### src/rtl/hub75_pkg.sv
// Shared types and constants for the HUB75 row scan driver.
package hub75_pkg;

    localparam int unsigned HUB75_ADDR_W = 4;

    typedef enum logic [2:0] {
        IDLE,
        LOAD,
        SHIFT_LO,
        SHIFT_HI,
        BLANK,
        LATCH,
        DISPLAY,
        NEXT
    } hub75_state_e;

    typedef struct packed {
        logic [2:0] top;
        logic [2:0] bot;
    } hub75_pixel_t;

    // Counter width for values 0..n-1, never narrower than one bit.
    function automatic int unsigned cnt_width(input int unsigned n);
        return (n > 1) ? $clog2(n) : 1;
    endfunction

endpackage

### src/rtl/hub75_bclk_gen.sv
// Phase counter for bclk half-periods and latch pulses; each phase lasts CLK_DIV cycles
// and restarts whenever run drops.
module hub75_bclk_gen
    import hub75_pkg::*;
#(
    parameter int unsigned CLK_DIV = 2
) (
    input  logic clk,
    input  logic reset,
    input  logic run,
    output logic phase_start_c,
    output logic phase_pre_end_c,
    output logic phase_end_c
);

    localparam int unsigned CNT_W   = cnt_width(CLK_DIV);
    localparam int unsigned PRE_IDX = (CLK_DIV > 1) ? CLK_DIV - 2 : 0;

    logic [CNT_W-1:0] phase_cnt;

    always_ff @(posedge clk) begin
        if (reset || !run || phase_end_c) begin
            phase_cnt <= '0;
        end else begin
            phase_cnt <= phase_cnt + CNT_W'(1);
        end
    end

    // Pre-end marks the cycle before the last one, so a fetch can be issued on the last cycle.
    assign phase_start_c   = run && (phase_cnt == '0);
    assign phase_end_c     = run && (phase_cnt == CNT_W'(CLK_DIV - 1));
    assign phase_pre_end_c = run && (CLK_DIV > 1) && (phase_cnt == CNT_W'(PRE_IDX));

endmodule

### src/rtl/hub75_row_driver.sv
// HUB75 panel row scanner: fetches a row from frame memory, shifts it out on bclk,
// latches it and displays it for ON_CYCLES. Define HUB75_FRAME_PULSE_EN for frame_done.
module hub75_row_driver
    import hub75_pkg::*;
#(
    parameter int unsigned NUM_COLS  = 64,
    parameter int unsigned NUM_ROWS  = 32,
    parameter int unsigned CLK_DIV   = 2,
    parameter int unsigned ON_CYCLES = 256
) (
    input  logic                                                     clk,
    input  logic                                                     reset,
    input  logic                                                     enable,
    output logic [cnt_width(NUM_ROWS/2)+cnt_width(NUM_COLS)-1:0]     rd_addr,
    input  logic [5:0]                                               rd_data,
    output logic                                                     bclk,
    output logic [2:0]                                               rgb_top,
    output logic [2:0]                                               rgb_bot,
    output logic [HUB75_ADDR_W-1:0]                                  addr_out,
    output logic                                                     oe_out,
    output logic                                                     le_out
`ifdef HUB75_FRAME_PULSE_EN
    ,
    output logic                                                     frame_done
`endif
);

    localparam int unsigned ROW_PAIRS = NUM_ROWS / 2;
    localparam int unsigned ROW_W     = cnt_width(ROW_PAIRS);
    localparam int unsigned COL_W     = cnt_width(NUM_COLS);
    localparam int unsigned ON_W      = cnt_width(ON_CYCLES);

    localparam logic [ROW_W-1:0] ROW_LAST = ROW_W'(ROW_PAIRS - 1);
    localparam logic [COL_W-1:0] COL_LAST = COL_W'(NUM_COLS - 1);
    localparam logic [ON_W-1:0]  ON_LAST  = ON_W'(ON_CYCLES - 1);

    hub75_state_e     state;
    logic [ROW_W-1:0] row;
    logic [COL_W-1:0] col;
    logic [ON_W-1:0]  on_cnt;

    hub75_pixel_t     rd_pix_c;
    logic [ROW_W-1:0] next_row_c;
    logic             phase_run_c;
    logic             phase_start_c;
    logic             phase_pre_end_c;
    logic             phase_end_c;
    logic             addr_step_c;

    assign rd_pix_c    = hub75_pixel_t'(rd_data);
    assign next_row_c  = (row == ROW_LAST) ? '0 : row + ROW_W'(1);
    assign phase_run_c = (state == SHIFT_LO) || (state == SHIFT_HI) || (state == LATCH);

    // Next-column fetch lands on the last bclk-high cycle; with CLK_DIV=1 that cycle is entered
    // straight from SHIFT_LO, so the address must be registered there instead.
    assign addr_step_c = (col != COL_LAST) &&
                         (((state == SHIFT_HI) && phase_pre_end_c) ||
                          ((CLK_DIV == 1) && (state == SHIFT_LO) && phase_end_c));

    hub75_bclk_gen #(
        .CLK_DIV(CLK_DIV)
    ) u_bclk_gen (
        .clk            (clk),
        .reset          (reset),
        .run            (phase_run_c),
        .phase_start_c  (phase_start_c),
        .phase_pre_end_c(phase_pre_end_c),
        .phase_end_c    (phase_end_c)
    );

    // Scan FSM; every output is registered alongside the state it belongs to.
    always_ff @(posedge clk) begin
        if (reset) begin
            state    <= IDLE;
            row      <= '0;
            col      <= '0;
            on_cnt   <= '0;
            rd_addr  <= '0;
            bclk     <= 1'b0;
            rgb_top  <= '0;
            rgb_bot  <= '0;
            addr_out <= '0;
            oe_out   <= 1'b1;
            le_out   <= 1'b0;
`ifdef HUB75_FRAME_PULSE_EN
            frame_done <= 1'b0;
`endif
        end else begin
`ifdef HUB75_FRAME_PULSE_EN
            frame_done <= 1'b0;
`endif
            if (addr_step_c) begin
                rd_addr <= {row, col + COL_W'(1)};
            end

            case (state)
                IDLE: begin
                    if (enable) begin
                        row     <= '0;
                        col     <= '0;
                        rd_addr <= '0;
                        state   <= LOAD;
                    end
                end
                LOAD: begin
                    state <= SHIFT_LO;
                end
                SHIFT_LO: begin
                    if (phase_start_c) begin
                        rgb_top <= rd_pix_c.top;
                        rgb_bot <= rd_pix_c.bot;
                    end
                    if (phase_end_c) begin
                        bclk  <= 1'b1;
                        state <= SHIFT_HI;
                    end
                end
                SHIFT_HI: begin
                    if (phase_end_c) begin
                        bclk <= 1'b0;
                        if (col == COL_LAST) begin
                            state <= BLANK;
                        end else begin
                            col   <= col + COL_W'(1);
                            state <= SHIFT_LO;
                        end
                    end
                end
                BLANK: begin
                    addr_out <= HUB75_ADDR_W'(row);
                    le_out   <= 1'b1;
                    state    <= LATCH;
                end
                LATCH: begin
                    if (phase_end_c) begin
                        le_out <= 1'b0;
                        oe_out <= 1'b0;
                        on_cnt <= '0;
                        state  <= DISPLAY;
                    end
                end
                DISPLAY: begin
                    if (on_cnt == ON_LAST) begin
                        oe_out <= 1'b1;
                        state  <= NEXT;
`ifdef HUB75_FRAME_PULSE_EN
                        frame_done <= (row == ROW_LAST);
`endif
                    end else begin
                        on_cnt <= on_cnt + ON_W'(1);
                    end
                end
                NEXT: begin
                    row <= next_row_c;
                    col <= '0;
                    if (enable) begin
                        rd_addr <= {next_row_c, COL_W'(0)};
                        state   <= LOAD;
                    end else begin
                        state <= IDLE;
                    end
                end
                default: begin
                    state <= IDLE;
                end
            endcase
        end
    end

endmodule

### config.mk
export PLATFORM = sky130hd
export DESIGN_NAME = hub75_row_driver
export DESIGN_NICKNAME = d
export VERILOG_FILES = /design/src/rtl/hub75_pkg.sv /design/src/rtl/hub75_bclk_gen.sv /design/src/rtl/hub75_row_driver.sv
export SDC_FILE = /design/constraint.sdc
export NUM_CORES = 1
export LEC_CHECK = 0
export CAP_MARGIN = 20
export CORE_UTILIZATION = 42
export DETAILED_ROUTE_END_ITERATION = 16
export PLACE_DENSITY = 0.75
export SYNTH_ARGS = -nofsm -noshare
export SYNTH_HDL_FRONTEND = slang
export SYNTH_SLANG_ARGS = --single-unit
### constraint.sdc
create_clock -name clk -period 2.1 [get_ports clk]
set_input_delay 0.63 -clock clk [delete_from_list [all_inputs] [get_ports clk]]
set_output_delay 0.63 -clock clk [all_outputs]
set_load 0.02 [all_outputs]
==> impl_metrics.ini <==
[sta]
setup_tns_ns = 0
slew_viol_final = 0
relSlewSlack_pct = 46.3
max_freq_mhz = 515
setup_violations = 0
fin_crit_ns = 1.94
worst_slew_pin_slew_ns = 0.800
fin_crit_sh_pct = 92.5
timing_hold_violations_final = 0
clock_skew_ns = 0.00564
rsz0062_at_grt = no

[floorplanning]
die_w_um = 76.1
pin_count = 32
die_area_um2 = 5790
fp-row-count = 26
die_h_um = 76.1
core_um2 = 5200
initial_core_util_pct = 44.3

[run]
maxCapViolations = 0

[run_status]
run_status = finished clean

[logic_synthesis]
synthFlopType = dfxtp_1
synth_edf_count = 0
ys_ff_latch = 45
async_flop_share_pct = 0
syn-cell-area_um2 = 2310
synthesis.instances = 259
syn_nets = 271
synth.distinct_cells = 57
synth.avg_cell_area_um2 = 8.91
yosysWarnings = 0
yosysSeqAreaShare_pct = 39.0

[power]
peakVddDrop_v = 0.000393
power.density_nw_per_um2 = 598
p_leak_uw = 0.00101

[clock_tree]
cts_sinks = 45
post-cts-setup-buffers = 0
htree_levels = 2
insertion_delay_ns = 0.30
ctsHoldBuffers = 0
cts_tree = done
cts_buffers = 5
cts_root_buffer = clkbuf_8
cts.path.max_buffers = 2
clk_pin_slew_worst_paths_ns = 0.08

[min_path]
hold_path.class = reg -> reg
hold-path-cell-count = 2

[detailed_routing]
ant_nets = 0
drt_wl_total_um = 4850
num_vias = 1976
wl_per_cell_um = 13.4
detail_route.vias_per_cell = 5.44
dr.first_iter.drc_count = 113
dr.pass1.iters = 4
drc = 0

[critical_path]
cp_max_fo = 9
reg2reg_from = col[0]$_SDFFE_PP0P_
r2r_slack_ns = 0.16
critPathSlowestCell = a211oi_4
crit_path_cell_trace = ha_1 -> and4_4 -> a211oi_4 -> buf_4 -> mux2i_1 -> nor2_1
rr_endpoint = rd_addr[1]$_SDFF_PP0_
crit_type = reg -> reg
arrival_ns = 2.13
startpoint = col[0]$_SDFFE_PP0P_
rr_worst_depth = 6
critPathMaxStageDelay_ns = 0.42
crit_required_ns = 2.29
worstSetupEndpoint = rd_addr[1]$_SDFF_PP0_
endpoint_kind = flip-flop
startpoint_type = flip-flop

[final_layout]
syn2layout_area_growth_pct = 21.1
drive_above_1_share_pct = 10.9
nets = 304
final_core_util_pct = 53.7
n_fill_cell = 487
antenna_cells = 0
final_cells = 363

[global_route]
grt_first_pass_wirelength_um = 8750
grt_usage_pct = 18.3
grt_max_degree = 16
grt_pass1_vias = 1921
grt.overflow.total = 0
antenna_found_initial = 0

[place]
io_buffers = 31
gp_congestion = 0.889
dp_hpwl_um = 3470
post-place-cells = 355
==> placed cells by master (no fill, tap or decap), types with 3 or more instances in the layout <==
cell,netlist,layout
inv_1,7,7
a211oi_2,3,3
and3_1,4,4
clkdlybuf4s50_1,0,31
a21o_1,3,3
nand2_1,17,17
or3_1,3,3
clkbuf_8,0,6
ha_1,3,3
nor2_1,28,28
a21oi_1,21,21
nand2b_1,4,4
buf_4,3,11
mux2i_1,18,18
o21a_1,3,3
o21ai_0,7,7
xnor2_1,4,4
nand3_1,16,16
nor2b_1,7,7
and2_1,3,3
o22ai_1,3,3
dfxtp_1,45,44
nor3_1,4,4
a211oi_1,3,3
a2111o_1,3,3
==> what timing repair did <==
| item | in CTS | in global routing |
|---|---|---|
| endpoints found under the setup margin | 0 | 1 |
| resized for setup | 0 | 1 |
| endpoints found under the hold margin | 0 | 0 |
==> sequential cells by signal, indices dropped and copies added (netlist names) <==
register	count
rd_addr	10
on_cnt	8
col	6
addr_out	4
row	4
rgb_bot	3
rgb_top	3
state	3
bclk	1
le_out	1
oe_out	1
u_bclk_gen.phase_cnt	1
==> synth_stat cells (2+ instances only) <==
cell / number / share of area (%)
clkbuf_1: 4 / 0.65
inv_1: 7 / 1.1
o21ai_1: 2 / 0.43
dfxtp_1: 45 / 39
nand3_1: 16 / 3.5
xnor2_1: 4 / 1.5
nor2b_1: 7 / 1.9
nor2_1: 28 / 4.6
buf_4: 3 / 0.98
ha_1: 3 / 1.6
and2_1: 3 / 0.81
buf_6: 5 / 2.4
and3_1: 4 / 1.1
o22ai_1: 3 / 0.81
a21o_1: 3 / 0.98
o2111ai_1: 2 / 0.76
a21oi_1: 21 / 4.6
nand3b_1: 2 / 0.65
nand2b_1: 4 / 1.1
or3_1: 3 / 0.81
a211oi_2: 3 / 1.6
a211oi_1: 3 / 0.98
o211ai_1: 2 / 0.65
buf_1: 2 / 0.33
mux2i_1: 18 / 7.8
nand2_1: 17 / 2.8
nor3_1: 4 / 0.87
o21a_1: 3 / 0.98
o21ai_0: 7 / 1.5
a2111o_1: 3 / 1.5
buf_2: 2 / 0.43
==> stage by stage <==
step | hold WS (ns) | worst slack, ns | cell area (um^2) | total power (uW)
2_1_floorplan | 0.452 | 0.413 | 2310 | 964
3_3_place_gp | 0.456 | 0.0981 | 2680 | 1010
3_5_place_dp | 0.450 | 0.0467 | 2680 | 1010
4_1_cts | 0.469 | 0.168 | 2790 | 1690
5_1_grt | 0.504 | 0.00433 | 2790 | 1740
6_report | 0.463 | 0.157 | 2790 | 1670
==> cell families (layout without fill, tap and decap cells) <==
| family | after synthesis | in the layout | synth area share, % |
|---|---|---|---|
| AOI/OAI and AO/OA | 65 | 65 | 20.2 |
| buffers and inverters | 23 | 57 | 5.97 |
| muxes | 18 | 18 | 7.81 |
| DFF | 45 | 45 | 39.0 |
| xor gates and xnor gates | 4 | 4 | 1.52 |
| adders and majority gates | 3 | 3 | 1.63 |
| and+or+nand+nor | 101 | 101 | 23.8 |
==> area by class of cell <==
cell class | count | area [um^2] | share of cell area, %
inverter | 7 | 26.3 | 0.940
multi-input combinational | 191 | 1270 | 45.4
tap | 70 | 87.6 | 3.13
clock inverter | 1 | 30.0 | 1.07
clock buffer | 7 | 86.3 | 3.09
timing repair buffer | 42 | 393 | 14.1
sequential | 45 | 902 | 32.3
==> how the worst min path moves through the flow <==
stage / end / start
CTS: oe_out$_SDFFE_PP1P_ / oe_out$_SDFFE_PP1P_
global placement: oe_out$_SDFFE_PP1P_ / oe_out$_SDFFE_PP1P_
global route: rd_addr[4]$_SDFF_PP0_ / rd_addr[4]$_SDFF_PP0_
floorplan: on_cnt[5]$_SDFFE_PP0P_ / on_cnt[5]$_SDFFE_PP0P_
finish: oe_out$_SDFFE_PP1P_ / oe_out$_SDFFE_PP1P_
detailed placement: oe_out$_SDFFE_PP1P_ / oe_out$_SDFFE_PP1P_
==> power breakdown <==
part           switching (uW)  total (uW)  internal, uW
sequential               12.8         873           860
combinational            63.3         118          54.7
clock                     293         681           388
total                     369        1670          1300
==> per-layer routing <==
layer / global-route usage [%] / vias to the layer above / routed length (um) / part of all wire [%]
li1: - / 999 / - / -
met1: 22.5 / 926 / 2320 / 48
met3: 4.91 / 7 / 208 / 4.3
met4: 7.31 / 0 / 65 / 1.3
met2: 30.4 / 44 / 2250 / 46
met5: 0 / - / 0 / 0
==> critical path: cells and delay by family, from the launching register on <==
kind                       cells  cell delay [ns]
buffers and inverters          1             0.26
muxes                          1             0.20
and+or+nand+nor                2             0.30
DFF                            1             0.37
AOI/OAI and AO/OA              1             0.42
adders and majority gates      1             0.29
Power figures use the tool's default switching activity.
